--- src/rtl/shift_seq_pkg.sv ---
// Shared encodings for the shift-register command sequencer: mode codes
// driven onto the universal shift register, FSM states, and the width of
// one queued command entry.
package shift_seq_pkg;

  localparam logic [1:0] MODE_HOLD = 2'b00;
  localparam logic [1:0] MODE_SHR  = 2'b01;
  localparam logic [1:0] MODE_SHL  = 2'b10;
  localparam logic [1:0] MODE_LOAD = 2'b11;

  typedef enum logic {
    ST_IDLE = 1'b0,
    ST_EXEC = 1'b1
  } state_t;

  // One queued command is {op, count, data}.
  function automatic int entry_w(input int cnt_w);
    return 2 + cnt_w + 4;
  endfunction

endpackage

--- src/rtl/shift_cmd_fifo.sv ---
// Small synchronous FIFO holding pending commands. Pointers carry one extra
// wrap bit so full and empty are distinguishable without a counter.
// Push is ignored when full, pop is ignored when empty; both may occur in
// the same cycle. reset empties the queue on the next edge.
module shift_cmd_fifo #(
  parameter int DEPTH = 4,
  parameter int WIDTH = 10
) (
  input  logic             clk,
  input  logic             reset,
  input  logic             push,
  input  logic             pop,
  input  logic [WIDTH-1:0] wdata,
  output logic [WIDTH-1:0] rdata,
  output logic             full,
  output logic             empty
);

  localparam int AW = $clog2(DEPTH);

  logic [WIDTH-1:0] mem [DEPTH];
  logic [AW:0]      wr_ptr;
  logic [AW:0]      rd_ptr;
  logic             do_push;
  logic             do_pop;

  assign empty   = (wr_ptr == rd_ptr);
  assign full    = (wr_ptr[AW] != rd_ptr[AW]) && (wr_ptr[AW-1:0] == rd_ptr[AW-1:0]);
  assign do_push = push && !full;
  assign do_pop  = pop && !empty;
  assign rdata   = mem[rd_ptr[AW-1:0]];

  // Pointer update; reset returns the queue to empty.
  always_ff @(posedge clk) begin
    if (reset) begin
      wr_ptr <= '0;
      rd_ptr <= '0;
    end else begin
      if (do_push) wr_ptr <= wr_ptr + 1'b1;
      if (do_pop)  rd_ptr <= rd_ptr + 1'b1;
    end
  end

  // Storage write; contents need no reset since empty masks them.
  always_ff @(posedge clk) begin
    if (do_push && !reset) mem[wr_ptr[AW-1:0]] <= wdata;
  end

endmodule

--- src/rtl/shift_cmd_sequencer.sv ---
// Command sequencer feeding a 4-bit universal shift register. Commands are
// queued and each one is replayed as an exact number of active register
// edges, followed by a single done cycle with mode held at 00.
// Optional feature: define SHIFT_SEQ_ABORT_EN to add an abort input that
// flushes queued and in-flight work while keeping d.
//
// state   | meaning
// IDLE    | no command active; pops the next entry when the queue has one
// EXEC    | command active; rem counts the remaining active cycles
module shift_cmd_sequencer
  import shift_seq_pkg::*;
#(
  parameter int DEPTH = 4,
  parameter int CNT_W = 4
) (
  input  logic             clk,
  input  logic             reset,
`ifdef SHIFT_SEQ_ABORT_EN
  input  logic             abort,
`endif
  input  logic             cmd_valid,
  output logic             cmd_ready,
  input  logic [1:0]       cmd_op,
  input  logic [CNT_W-1:0] cmd_count,
  input  logic [3:0]       cmd_data,
  output logic [1:0]       mode,
  output logic [3:0]       d,
  output logic             busy,
  output logic             done
);

  localparam int ENTRY_W = entry_w(CNT_W);

  state_t             state;
  logic [CNT_W-1:0]   rem;
  logic               abort_i;
  logic               fifo_clr;
  logic               fifo_full;
  logic               fifo_empty;
  logic               push;
  logic               pop;
  logic [ENTRY_W-1:0] head;
  logic [1:0]         head_op;
  logic [CNT_W-1:0]   head_cnt;
  logic [3:0]         head_data;

`ifdef SHIFT_SEQ_ABORT_EN
  assign abort_i = abort;
`else
  assign abort_i = 1'b0;
`endif

  assign fifo_clr  = reset || abort_i;
  assign cmd_ready = !fifo_full && !reset;
  assign push      = cmd_valid && cmd_ready && !abort_i;
  assign pop       = (state == ST_IDLE) && !fifo_empty && !fifo_clr;
  assign busy      = (state == ST_EXEC) || !fifo_empty;

  assign head_op   = head[ENTRY_W-1 -: 2];
  assign head_cnt  = head[4 +: CNT_W];
  assign head_data = head[3:0];

  shift_cmd_fifo #(
    .DEPTH(DEPTH),
    .WIDTH(ENTRY_W)
  ) u_fifo (
    .clk  (clk),
    .reset(fifo_clr),
    .push (push),
    .pop  (pop),
    .wdata({cmd_op, cmd_count, cmd_data}),
    .rdata(head),
    .full (fifo_full),
    .empty(fifo_empty)
  );

  // Sequencing FSM with registered mode/d/done; reset beats abort.
  always_ff @(posedge clk) begin
    if (reset) begin
      state <= ST_IDLE;
      rem   <= '0;
      mode  <= MODE_HOLD;
      d     <= 4'b0000;
      done  <= 1'b0;
    end else if (abort_i) begin
      state <= ST_IDLE;
      rem   <= '0;
      mode  <= MODE_HOLD;
      done  <= 1'b0;
    end else begin
      case (state)
        ST_IDLE: begin
          mode <= MODE_HOLD;
          done <= 1'b0;
          if (!fifo_empty) begin
            if (head_op == MODE_LOAD) begin
              mode  <= MODE_LOAD;
              d     <= head_data;
              rem   <= '0;
              state <= ST_EXEC;
            end else if (head_cnt != '0) begin
              mode  <= head_op;
              rem   <= head_cnt - CNT_W'(1);
              state <= ST_EXEC;
            end else begin
              // Zero-length command completes without touching the register.
              done <= 1'b1;
            end
          end
        end
        ST_EXEC: begin
          done <= 1'b0;
          if (rem == '0) begin
            mode  <= MODE_HOLD;
            done  <= 1'b1;
            state <= ST_IDLE;
          end else begin
            rem <= rem - CNT_W'(1);
          end
        end
        default: begin
          state <= ST_IDLE;
          mode  <= MODE_HOLD;
          done  <= 1'b0;
        end
      endcase
    end
  end

endmodule

--- config.mk ---
export PLATFORM = sky130hd
export DESIGN_NAME = shift_cmd_sequencer
export DESIGN_NICKNAME = d
export VERILOG_FILES = /design/src/rtl/shift_seq_pkg.sv /design/src/rtl/shift_cmd_fifo.sv /design/src/rtl/shift_cmd_sequencer.sv
export SDC_FILE = /design/constraint.sdc
export NUM_CORES = 1
export LEC_CHECK = 0
export BUFFER_PORTS_ARGS = -buffer_cell sky130_fd_sc_hd__buf_2
export CAP_MARGIN = 25
export CORE_ASPECT_RATIO = 0.8
export CORE_UTILIZATION = 53
export DETAILED_ROUTE_END_ITERATION = 7
export PLACE_DENSITY = 0.73
export RECOVER_POWER = 100
export SLEW_MARGIN = 5
export SYNTH_ARGS = -nofsm -noshare
export SYNTH_HDL_FRONTEND = slang
export SYNTH_SLANG_ARGS = --single-unit
export TNS_END_PERCENT = 1
--- constraint.sdc ---
create_clock -name clk -period 2.3 [get_ports clk]
set_clock_uncertainty 0.1 [all_clocks]
set_input_delay 0.115 -clock clk [delete_from_list [all_inputs] [get_ports clk]]
set_output_delay 0.115 -clock clk [all_outputs]
set_load 0.01 [all_outputs]
---- Word level (Yosys, flattened, before mapping) ----
Memory sizes are Yosys's and may differ from the RTL's. A register that Yosys moved wholly into a read port is not among the register bits.
Index checks and enable logic that the tools add are counted.
cells by class
  $add $sub $neg .......................... 4
  equal/unequal tests ..................... 8
  multiplexer cells ....................... 24
  bitwise logic cells ..................... 2
  reductions and logical operators ........ 16
operators by type and width
  kind                                                    number
  2-to-1 mux 4 bit                                        4
  2-to-1 mux 2 bit                                        6
  2-to-1 mux 1 bit                                        10
  logical AND 1 bit                                       8
  one-hot mux 4 bit (2 select lines)                      1
  subtractor 4 x 1 -> 4 bit (second input constant)       2
  adder 3 x 1 -> 3 bit (second input constant)            2
  AND reduction 3 bit                                     2
  zero test 4 bit                                         1
  inequality test 2 bit (second input constant)           2
  one-hot mux 1 bit (2 select lines)                      2
  one-hot mux 2 bit (2 select lines)                      1
  nonzero test 4 bit                                      1
  == test 3 bit                                           1
  zero test 1 bit                                         3
  inequality test 3 x 1 -> 1 bit (second input constant)  1
  == test 2 bit                                           1
  == test 2 bit (second input constant)                   1
  inequality test 2 x 1 -> 1 bit (second input constant)  1
  inverter 1 bit                                          2
  logical OR 1 bit                                        1
  inequality test 1 bit                                   1
storage, ports and cells
  flip-flop bits (word level) ............. 18
  memory bits (writable) .................. 40
  bits of input ports ..................... 13
  output and inout port bits .............. 9
  logic and storage cells ................. 62
  memories ................................ 1
memories
  memory      depth  bits a word  rd ports  clocked after memory_dff  wr ports  RTL line              text
  u_fifo.mem  4      10           1         1                         1         shift_cmd_fifo.sv:21  logic [WIDTH-1:0] mem [DEPTH];

---- Logic depth before layout (Yosys ltp) ----
  word-level depth ........................ 9
  gate-level depth with buffers ........... 9
  gate-level depth less buffers ........... 8

---- By module ----
Synthesis repeated with hierarchy kept, for this count alone.
unflattened totals
  cells, all modules ...................... 195
  area total of the unflattened synthesis .. 2691.3 um2
by module, submodules not included
  module               times used  cells each  area an instance (um2)  sequential area each (um2)
  shift_cmd_fifo       1           122         2029.4                  1361.3
  shift_cmd_sequencer  1           73          661.9                   240.2

---- Worst setup path after synthesis ----
No wires, ideal clock.
  path kind ............................... reg2reg
  start ................................... reg with a tool-made name
  end ..................................... reg rem[3]
  library setup time ...................... 133 ps
  arrival time ............................ 2087 ps
  setup slack ............................. -20 ps
  cell stages (with the launch flop) ...... 10
  buffers on the path ..................... 1
  cell sequence ........................... dfxtp_1 > buf_6 > mux4_2 > inv_1 > ha_1 > nand2_1 > a2bb2oi_2 > o31a_1 > nor2_2 > o32ai_2
RTL lines
  element               RTL line                    text
  end signal, assigned  shift_cmd_sequencer.sv:103  rem <= head_cnt - CNT_W'(1);
  end signal, assigned  shift_cmd_sequencer.sv:118  rem <= rem - CNT_W'(1);
  end, declared         shift_cmd_sequencer.sv:35   logic [CNT_W-1:0] rem;

==> metrics <==
run status finished, final reports clean; Crit Path Class flop to flop; top-area cell type share of the netlist area 0.467; Max H-tree Level 3; Worst Reg-to-Reg Cells 8; Via Count around 1600; Max VDD drop 0.000687 V; Critical Path End state$_SDFF_PP0_; CP required roughly 2.4 ns; CP endpoint kind flop; Top Usage Layer GRT met2; highest clock rate 440 MHz; I/O Buffers 21; Initial Util 0.556; final setup fails 0; Remaining DRCs 0; Final Max Tran Viols 0; RSZ-0062 raised after global routing true; FFs w/ async S/R, synth 0; sw frac 0.324; layout cell share with drive strength beyond 1 0.222; syn avg cell area around 15 um^2; clock share of power 0.256; sequential fraction of the synthesis area 0.623; area grow syn2layout 20.7%; leading area contributor after synthesis edfxtp_1; antenna violations before repair 0; final-layout fill cell count between 300 and 400; GR Util met1 0.265; global route overflow 0; Synth Register Bits 60; Min-Delay Path Class input port to flop; reg2reg setup slack approximately 0.026 ns; P_int 2.32 mW; worst r2r dst state$_SDFF_PP0_; Post-synth EDFFs 40; total power per unit cell area 1110 nW/um^2; Worst Max-Slew Pin Slew slightly below 0.6 ns; Tot GR Track Use 0.212; pin count of the biggest net entering global routing 24; clock latency on the worst-skew pair 0.33 ns; Psw ~1.1 mW; DRT antenna net count 0; clock sinks 60; maximum clock insertion buffer count 2; Routed WL a little under 5000 um; crit path DAT around 2.4 ns; Post-DP Area approximately 2800 um^2; Yosys cell types between 40 and 50; Slew headroom 0.603; crit-path max FO 4; Synth area leaders edfxtp_1 (47%), dfxtp_1 (16%), mux4_2 (5.3%); Mapped Nets a little under 200; Post-Syn Instances 172; Final Total Pwr approximately 3.4 mW; vias in the first global route 1599; met3 Use GR 0.0800; Die Ht 64.3 um; DRT Pass-1 Iters 4; Nets roughly 240; TritonCTS clock tree done; Placement Rows 22; post-synthesis cell area about 2600 um^2; die area 5140 um^2; antenna cells 0; Core Footprint 4620 um^2; chip width between 70 and 80 um; Critical Path Start Type flop; final instance area ~3100 um^2; Fin. Hold Viols 0; Final period util 0.989; Routed WL per cell between 15 and 20 um; routability cong. 0.811; hpwl dp 3320 um; post-route minimum period approximately 2.3 ns; Reg power frac 0.399; root buffer cell clkbuf_8; drt initial violations 113; part of the power in combinational logic 0.345; Num CTS Buffers 9; routed vias/inst roughly 5.6; Hold Path Depth 5; first-pass GRT wire length a little under 8000 um; Top Ports 22; final core occ 0.671; Yosys warning count 0; Top FF cell, synth edfxtp_1; Leakage around 1.1 nW; max_cap viols 0; CTS clock-pin slew for the worst setup and hold paths 0.07 ns; GRT met2 Usage 0.343
-- logic make-up after synthesis --
group	after synthesis	synth area share
flops	60	0.623
simple gates	38	0.0730
compound gates	26	0.0866
mux	16	0.117
buf+inv	13	0.0224
xor+xnor	10	0.0341
fa+ha+maj	9	0.0438
-- power groups by stage --
stage	logic, mW	clock network, mW	registers, mW
after floorplan	0.820	0	1.36
after global placement	1.04	0	1.38
after detailed placement	1.09	0	1.39
after CTS	1.12	0.898	1.37
after global routing	1.29	0.949	1.39
final	1.18	0.879	1.37
-- critical path: stages (launching register included) --
cell       delay, ns
dfxtp_4         0.37
mux4_2          0.52
inv_2           0.10
ha_4            0.14
and2b_2         0.16
a2bb2oi_4       0.07
o31a_1          0.39
nor2_4          0.19
nor2_1          0.09
-- timing repair --
| item | 4_1_cts | 5_1_grt |
|---|---|---|
| resized for setup | 2 | 11 |
| hold buffers | 10 | 0 |
| endpoints found under the setup margin | 4 | 7 |
| setup buffers | 0 | 2 |
| endpoints found under the hold margin | 40 | 0 |
| pin swaps | 0 | 8 |
-- metrics by stage --
stage	cells	TNS, ns	hold WS (ns)	setup WS, ns
after floorplan	172	0	0.114	0.00313
after global placement	257	0	0.224	0.110
after detailed placement	257	-0.0283	0.234	-0.0108
after CTS	283	0	0.0638	0.0480
after global routing	285	-0.347	0.0969	-0.0637
final	285	0	0.0832	0.0264
-- cell usage in the layout (no fill, tap or decap), types with 6 or more instances in the layout --
master and count:
nor2_1 14, buf_4 7, clkbuf_8 9, dlygate4sd3_1 10
ha_1 8, clkbuf_1 20, mux4_2 6, nand2_1 7
dfxtp_1 18, edfxtp_1 40, xnor2_1 8
-- area by class of cell --
cell class,instances,area (um^2),area share
clock buffers,11,131,0.0423
clock inverters,5,52.6,0.0169
inverters,8,30.0,0.00968
multi-input cells,99,952,0.307
flip-flops and latches,60,1610,0.518
well taps,60,75.1,0.0242
repair buffers,42,255,0.0823
-- how the worst min path moves through the flow --
stage                           start                       endpoint  slack [ns]
after floorplan           cmd_data[0]     u_fifo.mem[0][0]$_DFFE_PP_        0.11
after global placement    cmd_data[0]     u_fifo.mem[2][0]$_DFFE_PP_        0.22
after detailed placement    cmd_op[1]     u_fifo.mem[2][9]$_DFFE_PP_        0.23
after CTS                   cmd_valid  u_fifo.wr_ptr[1]$_SDFFE_PP0P_        0.06
after global routing        cmd_valid  u_fifo.wr_ptr[1]$_SDFFE_PP0P_         0.1
final                       cmd_valid  u_fifo.wr_ptr[1]$_SDFFE_PP0P_        0.08
-- cells in the mapped netlist (2+ instances only) --
cell type / count
and2_1: 5
nand2b_1: 2
o22ai_1: 4
a22oi_1: 2
mux2i_1: 5
nor3_1: 2
a2bb2oi_1: 2
clkbuf_1: 3
edfxtp_1: 40
xnor2_1: 8
mux4_2: 6
nand3_1: 2
nor2_1: 14
inv_1: 7
a211oi_1: 2
nand2_1: 8
xor2_1: 2
a21oi_1: 5
dfxtp_1: 20
ha_1: 9
mux4_1: 4
-- registers in the layout, summed over array words and instances, names as in the netlist, named ones only --
name,flops
d,4
done,1
mode,2
rem,4
state,1
u_fifo.mem,40
u_fifo.rd_ptr,3
u_fifo.wr_ptr,3
-- per-layer routing --
metal  up-vias  routed length [um]
met3         6                 230
met2        42                2410
met5         -                   0
li1        742                   -
met1       796                2130
met4         0                  38
Power figures use the tool's default switching activity.
